## src/rtl/pipe_ctrl_pkg.sv

```systemverilog
// rtl/pipe_ctrl_pkg.sv - shared state encodings and defaults for the pipeline controller
package pipe_ctrl_pkg;

    typedef enum logic {
        PC_RUN      = 1'b0,
        PC_MDU_BUSY = 1'b1
    } pc_state_e;

    localparam int MDU_TIMEOUT_DEF = 64;
    localparam int CNT_W_DEF       = 32;

endpackage

```

## src/rtl/pipe_ctrl_hazard_detect.sv

```systemverilog
// rtl/pipe_ctrl_hazard_detect.sv - combinational load-use comparator
module hazard_detect (
    input  logic [4:0] id_r1_i,
    input  logic [4:0] id_r2_i,
    input  logic       id_r1_used_i,
    input  logic       id_r2_used_i,
    input  logic [4:0] idex_rd_i,
    input  logic       idex_load_i,
    output logic       load_use_o
);

    logic r1_hit;
    logic r2_hit;

    assign r1_hit = id_r1_used_i && (id_r1_i == idex_rd_i);
    assign r2_hit = id_r2_used_i && (id_r2_i == idex_rd_i);

    // x0 is hard-wired zero, so a load targeting it never creates a dependency
    assign load_use_o = idex_load_i && (idex_rd_i != 5'd0) && (r1_hit || r2_hit);

endmodule

```

## src/rtl/pipe_ctrl.sv

```systemverilog
// rtl/pipe_ctrl.sv - stage advance/hold/bubble sequencing for the 5-stage core
module pipe_ctrl
    import pipe_ctrl_pkg::*;
#(
    parameter int MDU_TIMEOUT = MDU_TIMEOUT_DEF,
    parameter int CNT_W       = CNT_W_DEF
) (
    input  logic             clk,
    input  logic             rst,
    input  logic [4:0]       id_r1_i,
    input  logic [4:0]       id_r2_i,
    input  logic             id_r1_used_i,
    input  logic             id_r2_used_i,
    input  logic [4:0]       idex_rd_i,
    input  logic             idex_load_i,
    input  logic             ex_branch_taken_i,
    input  logic             ex_mdu_op_i,
    input  logic             mdu_done_i,
    input  logic             imem_ready_i,
    input  logic             dmem_req_i,
    input  logic             dmem_ready_i,
    output logic             pc_we_o,
    output logic             ifid_we_o,
    output logic             idex_we_o,
    output logic             exmem_we_o,
    output logic             memwb_we_o,
    output logic             ifid_flush_o,
    output logic             idex_flush_o,
    output logic             exmem_flush_o,
    output logic             pc_redirect_o,
    output logic             mdu_start_o,
    output logic             mdu_timeout_o,
    output logic [CNT_W-1:0] stall_cnt_o
);

    localparam int MC_W = $clog2(MDU_TIMEOUT + 1);

    pc_state_e         state_q, state_d;
    logic [MC_W-1:0]   mdu_cnt_q, mdu_cnt_d;
    logic [CNT_W-1:0]  stall_cnt_q;
    logic              load_use;
    logic              dmem_wait;

    hazard_detect u_hazard_detect (
        .id_r1_i      (id_r1_i),
        .id_r2_i      (id_r2_i),
        .id_r1_used_i (id_r1_used_i),
        .id_r2_used_i (id_r2_used_i),
        .idex_rd_i    (idex_rd_i),
        .idex_load_i  (idex_load_i),
        .load_use_o   (load_use)
    );

    assign dmem_wait = dmem_req_i && !dmem_ready_i;

    always_comb begin
        pc_we_o       = 1'b1;
        ifid_we_o     = 1'b1;
        idex_we_o     = 1'b1;
        exmem_we_o    = 1'b1;
        memwb_we_o    = 1'b1;
        ifid_flush_o  = 1'b0;
        idex_flush_o  = 1'b0;
        exmem_flush_o = 1'b0;
        pc_redirect_o = 1'b0;
        mdu_start_o   = 1'b0;
        mdu_timeout_o = 1'b0;
        state_d       = state_q;
        mdu_cnt_d     = mdu_cnt_q;

        if (!rst) begin
            // every stage loads a bubble so the pipe comes out of reset empty
            ifid_flush_o  = 1'b1;
            idex_flush_o  = 1'b1;
            exmem_flush_o = 1'b1;
            state_d       = PC_RUN;
            mdu_cnt_d     = '0;
        end else if (dmem_wait) begin
            pc_we_o    = 1'b0;
            ifid_we_o  = 1'b0;
            idex_we_o  = 1'b0;
            exmem_we_o = 1'b0;
            memwb_we_o = 1'b0;
        end else if (state_q == PC_MDU_BUSY) begin
            if (mdu_done_i) begin
                state_d   = PC_RUN;
                mdu_cnt_d = '0;
            end else if (mdu_cnt_q == MC_W'(MDU_TIMEOUT)) begin
                // abort: the MDU op is replaced by a bubble and the pipe moves on
                mdu_timeout_o = 1'b1;
                exmem_flush_o = 1'b1;
                state_d       = PC_RUN;
                mdu_cnt_d     = '0;
            end else begin
                pc_we_o       = 1'b0;
                ifid_we_o     = 1'b0;
                idex_we_o     = 1'b0;
                exmem_flush_o = 1'b1;
                mdu_cnt_d     = mdu_cnt_q + MC_W'(1);
            end
        end else if (ex_mdu_op_i) begin
            mdu_start_o   = 1'b1;
            pc_we_o       = 1'b0;
            ifid_we_o     = 1'b0;
            idex_we_o     = 1'b0;
            exmem_flush_o = 1'b1;
            state_d       = PC_MDU_BUSY;
            mdu_cnt_d     = '0;
        end else if (ex_branch_taken_i) begin
            pc_redirect_o = 1'b1;
            ifid_flush_o  = 1'b1;
            idex_flush_o  = 1'b1;
        end else if (load_use) begin
            pc_we_o      = 1'b0;
            ifid_we_o    = 1'b0;
            idex_flush_o = 1'b1;
        end else if (!imem_ready_i) begin
            pc_we_o      = 1'b0;
            ifid_flush_o = 1'b1;
        end
    end

    always_ff @(posedge clk) begin
        if (!rst) begin
            state_q     <= PC_RUN;
            mdu_cnt_q   <= '0;
            stall_cnt_q <= '0;
        end else begin
            state_q   <= state_d;
            mdu_cnt_q <= mdu_cnt_d;
            if (!pc_we_o) begin
                stall_cnt_q <= stall_cnt_q + CNT_W'(1);
            end
        end
    end

    assign stall_cnt_o = stall_cnt_q;

endmodule

```

## config.mk

```make
export PLATFORM = sky130hd
export DESIGN_NAME = pipe_ctrl
export DESIGN_NICKNAME = d
export VERILOG_FILES = /design/src/rtl/pipe_ctrl_pkg.sv /design/src/rtl/pipe_ctrl_hazard_detect.sv /design/src/rtl/pipe_ctrl.sv
export SDC_FILE = /design/constraint.sdc
export NUM_CORES = 1
export LEC_CHECK = 0
export ABC_AREA = 0
export CORE_MARGIN = 5
export CORE_UTILIZATION = 51
export CTS_BUF_LIST = sky130_fd_sc_hd__clkbuf_16
export DETAILED_ROUTE_END_ITERATION = 12
export GPL_TIMING_DRIVEN = 0
export PLACE_DENSITY = 0.92
export SKIP_LAST_GASP = 1
export SYNTH_ARGS = -nofsm -noshare
export SYNTH_HDL_FRONTEND = slang
export SYNTH_SLANG_ARGS = --single-unit
```

## constraint.sdc

```tcl
create_clock -name clk -period 5.35 [get_ports clk]
set_clock_uncertainty 0.05 [all_clocks]
set_input_delay 1.07 -clock clk [delete_from_list [all_inputs] [get_ports clk]]
set_output_delay 1.07 -clock clk [all_outputs]
set_load 0.01 [all_outputs]
```

Word-level counts from Yosys, hierarchy flattened

Index checks and enable logic that the tools add are counted.

Register bits after elaboration: 40

$add $sub $neg: 2
Equality and inequality tests: 3
Bitwise logic cells: 1
Muxes and demuxes: 58
Reductions and logical operators: 10

Operators with widths:

| kind                                                             | number |
|---|---|
| 1-bit 2-to-1 mux                                                 | 54 |
| 32-bit by 1-bit adder with 32-bit output (second input constant) | 1 |
| 7-bit 2-to-1 mux                                                 | 4 |
| 5-bit == test                                                    | 2 |
| 7-bit by 1-bit adder with 7-bit output (second input constant)   | 1 |
| 7-bit == test (second input constant)                            | 1 |
| 1-bit logical AND                                                | 5 |
| 5-bit nonzero test                                               | 1 |
| 2-bit AND reduction                                              | 1 |
| 2-bit nonzero test                                               | 1 |
| 1-bit logical NOT                                                | 1 |
| 1-bit logical OR                                                 | 1 |
| 1-bit NOT                                                        | 1 |

Longest topological paths before layout

Gate-level depths: netlist of run 1.

Depth in word-level cells: 10
Gate-level depth with buffers: 10
Gate-level depth less buffers: 8

Hierarchy

From an unflattened synthesis of run 1, not the netlist that was laid out.

Cell total of the unflattened synthesis: 275
Area total of the unflattened synthesis: 2244.7 um^2

Modules (own cells, without submodules):

| module        | cells each | area an instance (um^2) | instances |
|---|---|---|---|
| pipe_ctrl     | 258        | 2110.8                  | 1 |
| hazard_detect | 17         | 133.9                   | 1 |

Least setup slack after synthesis of run 1

Ideal clock, no wire load.

Path kind: input to output
Start point: input port idex_rd_i[1]
End point: output port pc_we_o
Buffers on the path: 2
Cell stages on the path: 7
Setup slack: 1586 ps
Arrival: 2644 ps
Cell sequence: or4_1 -> o21ai_0 -> nor3_1 -> a211oi_4 -> buf_6 -> buf_6 -> nand2b_1

Longest elaborated chain between the ends: 10
Elaborated cells between the ends (all ways): 14
Classes of those cells: eq/ne (2); mux (6); reduce/logical (6)

RTL lines:

| item                                        | line                                                         | RTL |
|---|---|---|
| start: declaration                          | pipe_ctrl.sv:14                                              | `input logic [4:0] idex_rd_i,` |
| 5-bit == test, on equally long branches     | pipe_ctrl_hazard_detect.sv:15, pipe_ctrl_hazard_detect.sv:16 |  |
| 1-bit logical AND, on equally long branches | pipe_ctrl_hazard_detect.sv:15, pipe_ctrl_hazard_detect.sv:16 |  |
| 1-bit logical OR                            | pipe_ctrl_hazard_detect.sv:19                                | `assign load_use_o = idex_load_i && (idex_rd_i != 5'd0) && (r1_hit \|\| r2_hit);` |
| 1-bit logical AND *                         | pipe_ctrl_hazard_detect.sv:19                                |  |
| 1-bit 2-to-1 mux *                          | pipe_ctrl.sv:113                                             | `end else if (load_use) begin` |
| 1-bit 2-to-1 mux *                          | pipe_ctrl.sv:109                                             | `end else if (ex_branch_taken_i) begin` |
| 1-bit 2-to-1 mux *                          | pipe_ctrl.sv:101                                             | `end else if (ex_mdu_op_i) begin` |
| 1-bit 2-to-1 mux *                          | pipe_ctrl.sv:84                                              | `end else if (state_q == PC_MDU_BUSY) begin` |
| 1-bit 2-to-1 mux *                          | pipe_ctrl.sv:78                                              | `end else if (dmem_wait) begin` |
| 1-bit 2-to-1 mux *                          | pipe_ctrl.sv:71                                              | `if (!rst) begin` |
| end: declaration                            | pipe_ctrl.sv:22                                              | `output logic pc_we_o,` |

Every way passes the cells marked *; elsewhere a longest branch is shown, timed or not.

Worst setup path after layout of run 1

Same ends and word-level chain as after synthesis.

==> metrics.md, run 1 <==
| Metric | Value |
|---|---|
| Met2 Use GR | `39.81%` |
| Final setup violation count | `0` |
| Critical path class | `input pin to output port` |
| Flop-to-flop setup slack | `2.78 ns` |
| Hold crit path type | `register to register` |
| CTS buffer count | `5` |
| Row Count | `24` |
| Netlist cell types | `36` |
| Net Sw Frac | `24.06%` |
| Post-synth top area share | `a little over a third` |
| Largest area contributor in the synthesized netlist | `dfxtp_1` |
| Hold Path Sink | `mdu_cnt_q[1]` |
| Final worst setup slack | `0.3396 ns` |
| Dpl ws | `0.3104 ns` |
| CP required | `4.23 ns` |
| Sink Count | `40` |
| Cells after Synth | `284` |
| Unrepaired setup endpoints after global routing | `false` |
| Crit Reg-Reg Endpoint | `stall_cnt_o[1]` |
| Share of the cycle needed by the critical path after routing | `93.65%` |
| Clock Latency Late Sink | `a little under 0.3 ns` |
| Fin cells | `just over 400` |
| Synth Area in Compound Gates | `19.15%` |
| Core Area | `~4300 µm²` |
| Layout cells sized above 1 | `around 4.7%` |
| Slew margin rel. | `62.29%` |
| CTS Root Cell | `clkbuf_16` |
| Die Y | `76.58 µm` |
| Largest net degree at the start of global routing | `13` |
| CP top delay family | `buffers and inverters` |
| Syn_nets | `313` |
| Slowest stage delay, CP | `0.55 ns` |
| Reg clk slew, reported paths | `0.06 ns` |
| Xor and xnor area share after synthesis | `6.198%` |
| Synth-to-Final Area Change | `40.18%` |
| Critical R2R Launch | `mdu_cnt_q[0]` |
| M3 GR Usage | `7.920%` |
| Worst-margin pin slew | `between 0.5 and 0.6 ns` |
| Post-Synth Adder-Cell Area | `1.660%` |
| Worst Reg-to-Reg Cells | `10` |
| Final hold viol count | `0` |
| Maximum clock rate | `0.1996 GHz` |
| Clock power frac | `44.5%` |
| CP max-delay cell | `clkdlybuf4s50_1` |
| # fillers | `358` |
| Startpoint Class | `input pin` |
| Pwr per Cell Area | `238.6 nW/µm²` |
| CP bufs+invs | `4` |
| Most frequent cell after synthesis | `dfxtp_1` |
| Mapped Area | `2261 µm²` |
| Crit path cell chain | `clkdlybuf4s50_1, or4_1, o21ai_0, nor3_1, a211oi_4, buf_6, buf_6, nand2b_1, clkdlybuf4s50_1` |
| Psw | `between 150 and 200 µW` |
| Antenna Cells | `0` |
| Yosys warns | `0` |
| Dpl cells | `404` |
| VDD IR-drop max | `0.1394 mV` |
| Die ar. | `5865 µm²` |
| Vias per std cell | `5.951` |
| Async set-reset flop share out of synthesis | `0%` |
| Initial DRC count | `216` |
| Post-CTS Hold Buffers | `0` |
| Sequential Power Share | `40.5%` |
| Total Routing Usage GR | `21.87%` |
| Longest Clk Path Bufs | `2` |
| Final nets | `388` |
| Synth Area in Simple Gates | `31.43%` |
| Ranking of synthesized cells by area | `dfxtp_1 35%, a21oi_1 7.1%, or3_1 4.7%` |
| Initial antenna violation count | `0` |
| Final TNS setup | `0 ns` |
| H-tree depth | `2` |
| Port Buffers | `between 60 and 70` |
| 1st-pass router iterations | `6` |
| Leak | `a little over 0.001 µW` |
| Max cap viols | `0` |
| GR Overflow Total | `0` |
| Final Wtd Congestion | `0.8433` |
| Comb pwr share | `between 10% and 20%` |
| WP data arrival | `3.89 ns` |
| Minimum clock period | `5.010 ns` |
| First-pass GRT wire length | `10680 µm` |
| DRC errors left | `0` |
| Synth cell count leaders | `40 x dfxtp_1, 32 x a21oi_1, 21 x nand2_1` |
| WL final | `6409 µm` |
| Hpwl dp | `4677 µm` |
| Die width | `about 77 µm` |
| Via count | `2452` |
| Status | `complete, no violations` |
| Largest family of logic cells by synthesized area | `simple AND/OR/NAND/NOR gates` |
| WHS Path Cells | `2` |
| DRT antenna net count | `0` |
| Post-DR wirelength/cell | `about 16 µm` |
| Post-synthesis sequential area ratio | `a little over a third` |
| IO Pins | `69` |
| Vias in the first global route | `around 2400` |
| Multiplexer share of the synthesized area | `0.4427%` |
| CP Capture Type | `output port` |
| Syn avg cell area | `7.961 µm²` |
| Internal Power | `between 500 and 600 µW` |
| Starting Density | `a little over half` |
| Post-cts sizing count | `0` |
| HP Start | `mdu_cnt_q[1]` |
| Number of synthesized flops with an enable pin | `0` |
| GRT busiest layer | `met2` |
| Met1 usage | `22.35%` |
| Max FO, Critical Path | `10` |
| Number of synthesized register bits | `40` |
| Ys flop type | `dfxtp_1` |
| Post-CTS setup buffers | `0` |
| CTS tree | `done` |
| Final Max Slew Viols | `0` |
==> sequential cells by signal (all words and copies together), names as in the netlist <==
name         count
stall_cnt_o     32
mdu_cnt_q        7
state_q          1
==> worst min-delay path: cells and delay by family (launching register included) <==
family | cells | cell delay, ns
DFF | 1 | 0.33
AOI/OAI and AO/OA | 1 | 0.05
and+or+nand+nor | 1 | 0.06
==> worst max-delay path by stage <==
stage | from | endpoint | depth (start not counted)
CTS | idex_rd_i[1] | pc_we_o | 9
global route | idex_rd_i[1] | pc_we_o | 9
floorplan | idex_rd_i[1] | pc_we_o | 7
detailed placement | idex_rd_i[1] | pc_we_o | 9
global placement | idex_rd_i[1] | pc_we_o | 9
finish | idex_rd_i[1] | pc_we_o | 9
==> kinds of logic (layout without fill, tap and decap cells) <==
family,Yosys count,after routing
flops,40,40
simple gates,125,125
xor+xnor,16,16
mux,1,1
compound gates,74,74
fa+ha+maj,3,3
buf+inv,25,101
==> power by group through the flow <==
stage               logic [µW]  clock network [µW]  registers, µW
detailed placement         113                   0            313
global route               123                 353            308
floorplan                 57.7                   0            314
global placement           110                   0            313
CTS                        114                 338            307
finish                     113                 336            307
==> per-stage QoR <==
step | total power [µW] | hold WS [ns] | cell area (µm²) | utilization (%)
floorplan | 371.4 | 0.4120 | 2261 | -
global placement | 422.4 | 0.4181 | 3007 | 69.53
detailed placement | 426.2 | 0.4320 | 3007 | 69.53
CTS | 758.3 | 0.4398 | 3169 | 73.29
global route | 783.1 | 0.4619 | 3169 | 73.29
finish | 756.3 | 0.4389 | 3169 | 73.29
==> layout make-up <==
class / instances / area (µm²) / area share [%]
timing repair buffer: 68 / 680.7 / 21.48
clock inverter: 3 / 37.54 / 1.184
sequential: 40 / 800.8 / 25.27
inverter: 7 / 26.28 / 0.8291
clock buffer: 5 / 125.1 / 3.948
multi-input combinational: 219 / 1331 / 42.01
tap: 52 / 65.06 / 2.053
buffer: 18 / 102.6 / 3.237
==> placed cells by master, fill, tap and decap left out, types with 11 or more instances in the layout <==
cell             instances
or4_1                   13
clkdlybuf4s50_1         68
a21oi_1                 32
nand2_1                 21
xnor2_1                 11
o21ai_0                 19
nand4_1                 12
nand3_1                 17
nor2_1                  17
dfxtp_1                 40
or3_1                   17
clkbuf_1                11
o31ai_1                 12
==> metal layers <==
metal | routed length, µm | up-vias | share of wire (%)
met5 | 0 | - | 0
met4 | 148 | 0 | 2.3
met3 | 654 | 20 | 10
met2 | 3144 | 125 | 49
met1 | 2461 | 1112 | 38
li1 | - | 1195 | -
No activity file was read; power rests on OpenSTA's default activity.
==> run 2: changes to the inputs <==
Settings changed: GPL_ROUTABILITY_DRIVEN set to 0, GPL_TIMING_DRIVEN 0 to not set.
==> metrics.md, run 2 (synthesis gave the netlist of run 1 again) <==
| Metric | Value |
|---|---|
| Status | `complete, no violations` |
| 1st-pass router iterations | `4 (-2)` |
| Total Routing Usage GR | `20.20% (-1.7 points)` |
| Initial DRC count | `233 (+7.9%)` |
| Post-CTS Hold Buffers | `0 (unchanged)` |
| Crit path capture | `pc_we_o` |
| WL final | `5874 µm (-8.3%)` |
| Internal Power | `517.7 µW (-9.9%)` |
| H-tree depth | `2 (unchanged)` |
| Die Y | `76.58 µm (unchanged)` |
| Vias per std cell | `5.992 (+0.69%)` |
| Clock power frac | `40.9% (-3.6 points)` |
| Initial antenna violation count | `0 (unchanged)` |
| Pwr per Cell Area | `225.8 nW/µm² (-5.4%)` |
| Most frequent cells in the layout | `68 x clkdlybuf4s50_1, 40 x dfxtp_1, 32 x a21oi_1, 21 x nand2_1, 19 x o21ai_0` |
| Max reg flops | `32 (unchanged)` |
| Post-CTS setup buffers | `0 (unchanged)` |
| Sink Count | `40 (unchanged)` |
| Minimum clock period | `4.473 ns (-0.5377 ns)` |
| Leak | `0.0009665 µW (-4.7%)` |
| Die ar. | `5865 µm² (unchanged)` |
| Row Count | `24 (unchanged)` |
| VDD IR-drop max | `0.1300 mV (-6.8%)` |
| Clock Latency Late Sink | `0.28 ns (about the same)` |
| CP startpoint | `idex_rd_i[1]` |
| CP required | `4.23 ns (about the same)` |
| IO Pins | `69 (unchanged)` |
| Worst Hold Slack | `0.4290 ns (-0.009851 ns)` |
| Most common cell after layout, fill and taps aside | `clkdlybuf4s50_1` |
| Worst-margin pin slew | `1.023 ns (+0.4631 ns)` |
| Vias in the first global route | `2277 (-6.4%)` |
| CP Capture Type | `output port` |
| Flop-to-flop setup slack | `2.87 ns (+0.09 ns)` |
| Net Sw Frac | `24.76% (+0.70 points)` |
| Startpoint Class | `input pin` |
| Hold crit path type | `register to register` |
| Final Max Slew Viols | `0 (unchanged)` |
| Die width | `76.58 µm (unchanged)` |
| CTS buffer count | `5 (unchanged)` |
| Psw | `170.4 µW (-6.4%)` |
| Unrepaired setup endpoints after global routing | `false` |
| Final TNS setup | `0 ns (unchanged)` |
| Final hold viol count | `0 (unchanged)` |
| First-pass GRT wire length | `10040 µm (-6.0%)` |
| GR Overflow Total | `0 (unchanged)` |
| CTS tree | `done` |
| Power Total | `688.1 µW (-9.0%)` |
| Layout cells sized above 1 | `3.207% (-1.5 points)` |
| Reg clk slew, reported paths | `0.06 ns (about the same)` |
| Synth-to-Final Area Change | `34.81%` |
| Share of the cycle needed by the critical path after routing | `83.60% (-10 points)` |
| Sequential Power Share | `45.0% (+4.5 points)` |
| Final setup violation count | `0 (unchanged)` |
| Post-DR wirelength/cell | `14.87 µm (-4.4%)` |
| Comb pwr share | `14.1% (-0.9 points)` |
| Critical path class | `input pin to output port` |
| # fillers | `347 (-3.1%)` |
| Starting Density | `52.29% (unchanged)` |
| WP data arrival | `3.35 ns (-0.54 ns)` |
| Post-cts sizing count | `0 (unchanged)` |
| Core Area | `4324 µm² (unchanged)` |
| Max FO, Critical Path | `3 (-7)` |
| CTS Root Cell | `clkbuf_16` |
| Slew margin rel. | `31.74% (-31 points)` |
| DRT antenna net count | `0 (unchanged)` |
| HP Start | `stall_cnt_o[31]` |
| Max cap viols | `0 (unchanged)` |
| Maximum clock rate | `0.2236 GHz (+12%)` |
| Final nets | `371 (-4.4%)` |
| Port Buffers | `68 (unchanged)` |
| Worst Reg-to-Reg Cells | `9 (-1)` |
| DRC errors left | `0 (unchanged)` |
| Critical R2R Launch | `mdu_cnt_q[0]` |
| Crit Reg-Reg Endpoint | `stall_cnt_o[1]` |
| Largest net degree at the start of global routing | `63 (+50)` |
| Via count | `2367 (-3.5%)` |
| Antenna Cells | `0 (unchanged)` |
| Longest Clk Path Bufs | `2 (unchanged)` |
| Hpwl dp | `4206 µm (-10%)` |
==> run 2: cell count changes in the layout (fill, tap and decap cells not counted), sizes merged <==
cell / delta
clkbuf: -11
inv: +2
clkinv: -1
bufinv: -1
buf: -6
==> run 2: worst min path at each step <==
stage,to,slack (ns),cells past startpoint
2_1_floorplan,mdu_cnt_q[1],0.41,2
3_3_place_gp,stall_cnt_o[31],0.42,2
3_5_place_dp,stall_cnt_o[31],0.42,2
4_1_cts,stall_cnt_o[31],0.43,2
5_1_grt,stall_cnt_o[31],0.46,2
6_report,stall_cnt_o[31],0.43,2
==> run 2: per-stage QoR <==
step                std cells  worst slack, ns  util, %  instance area, µm²
finish                    395           0.8773    70.49                3048
global route              395           0.6758    70.49                3048
CTS                       395           0.8517    70.49                3048
detailed placement        387           0.8654    67.33                2912
global placement          387           0.9271    67.33                2912
floorplan                 284            1.586        -                2261
==> run 2: layout make-up <==
type                            instances  area, µm²  share of cell area [%]
Clock buffer                            5      125.1                   4.105
Clock inverter                          3      11.26                  0.3695
Inverter                                7      26.28                  0.8621
Multi-Input combinational cell        219       1331                   43.68
Sequential cell                        40      800.8                   26.27
Tap cell                               52      65.06                   2.135
Timing Repair Buffer                   69      688.2                   22.58
==> run 2: power groups by stage <==
stage | Sequential, µW | Combinational, µW | Clock [µW]
floorplan | 314 | 57.7 | 0
global placement | 315 | 94.6 | 0
detailed placement | 316 | 96.8 | 0
CTS | 309 | 97.4 | 283
global route | 310 | 107 | 295
finish | 309 | 97.1 | 282
==> run 2: metal layers <==
metal  global-route usage, %  routed length, µm
met5                       0                  0
met4                   8.042                 88
met1                   23.19               2338
met2                   34.59               2893
met3                   6.265                554
==> run 2: critical path: stages <==
cell and delay (ns):
clkdlybuf4s50_1 0.47, or4_1 0.52, o21ai_0 0.23, nor3_1 0.13, a211oi_4 0.25, nand2b_1 0.13, clkdlybuf4s50_1 0.56
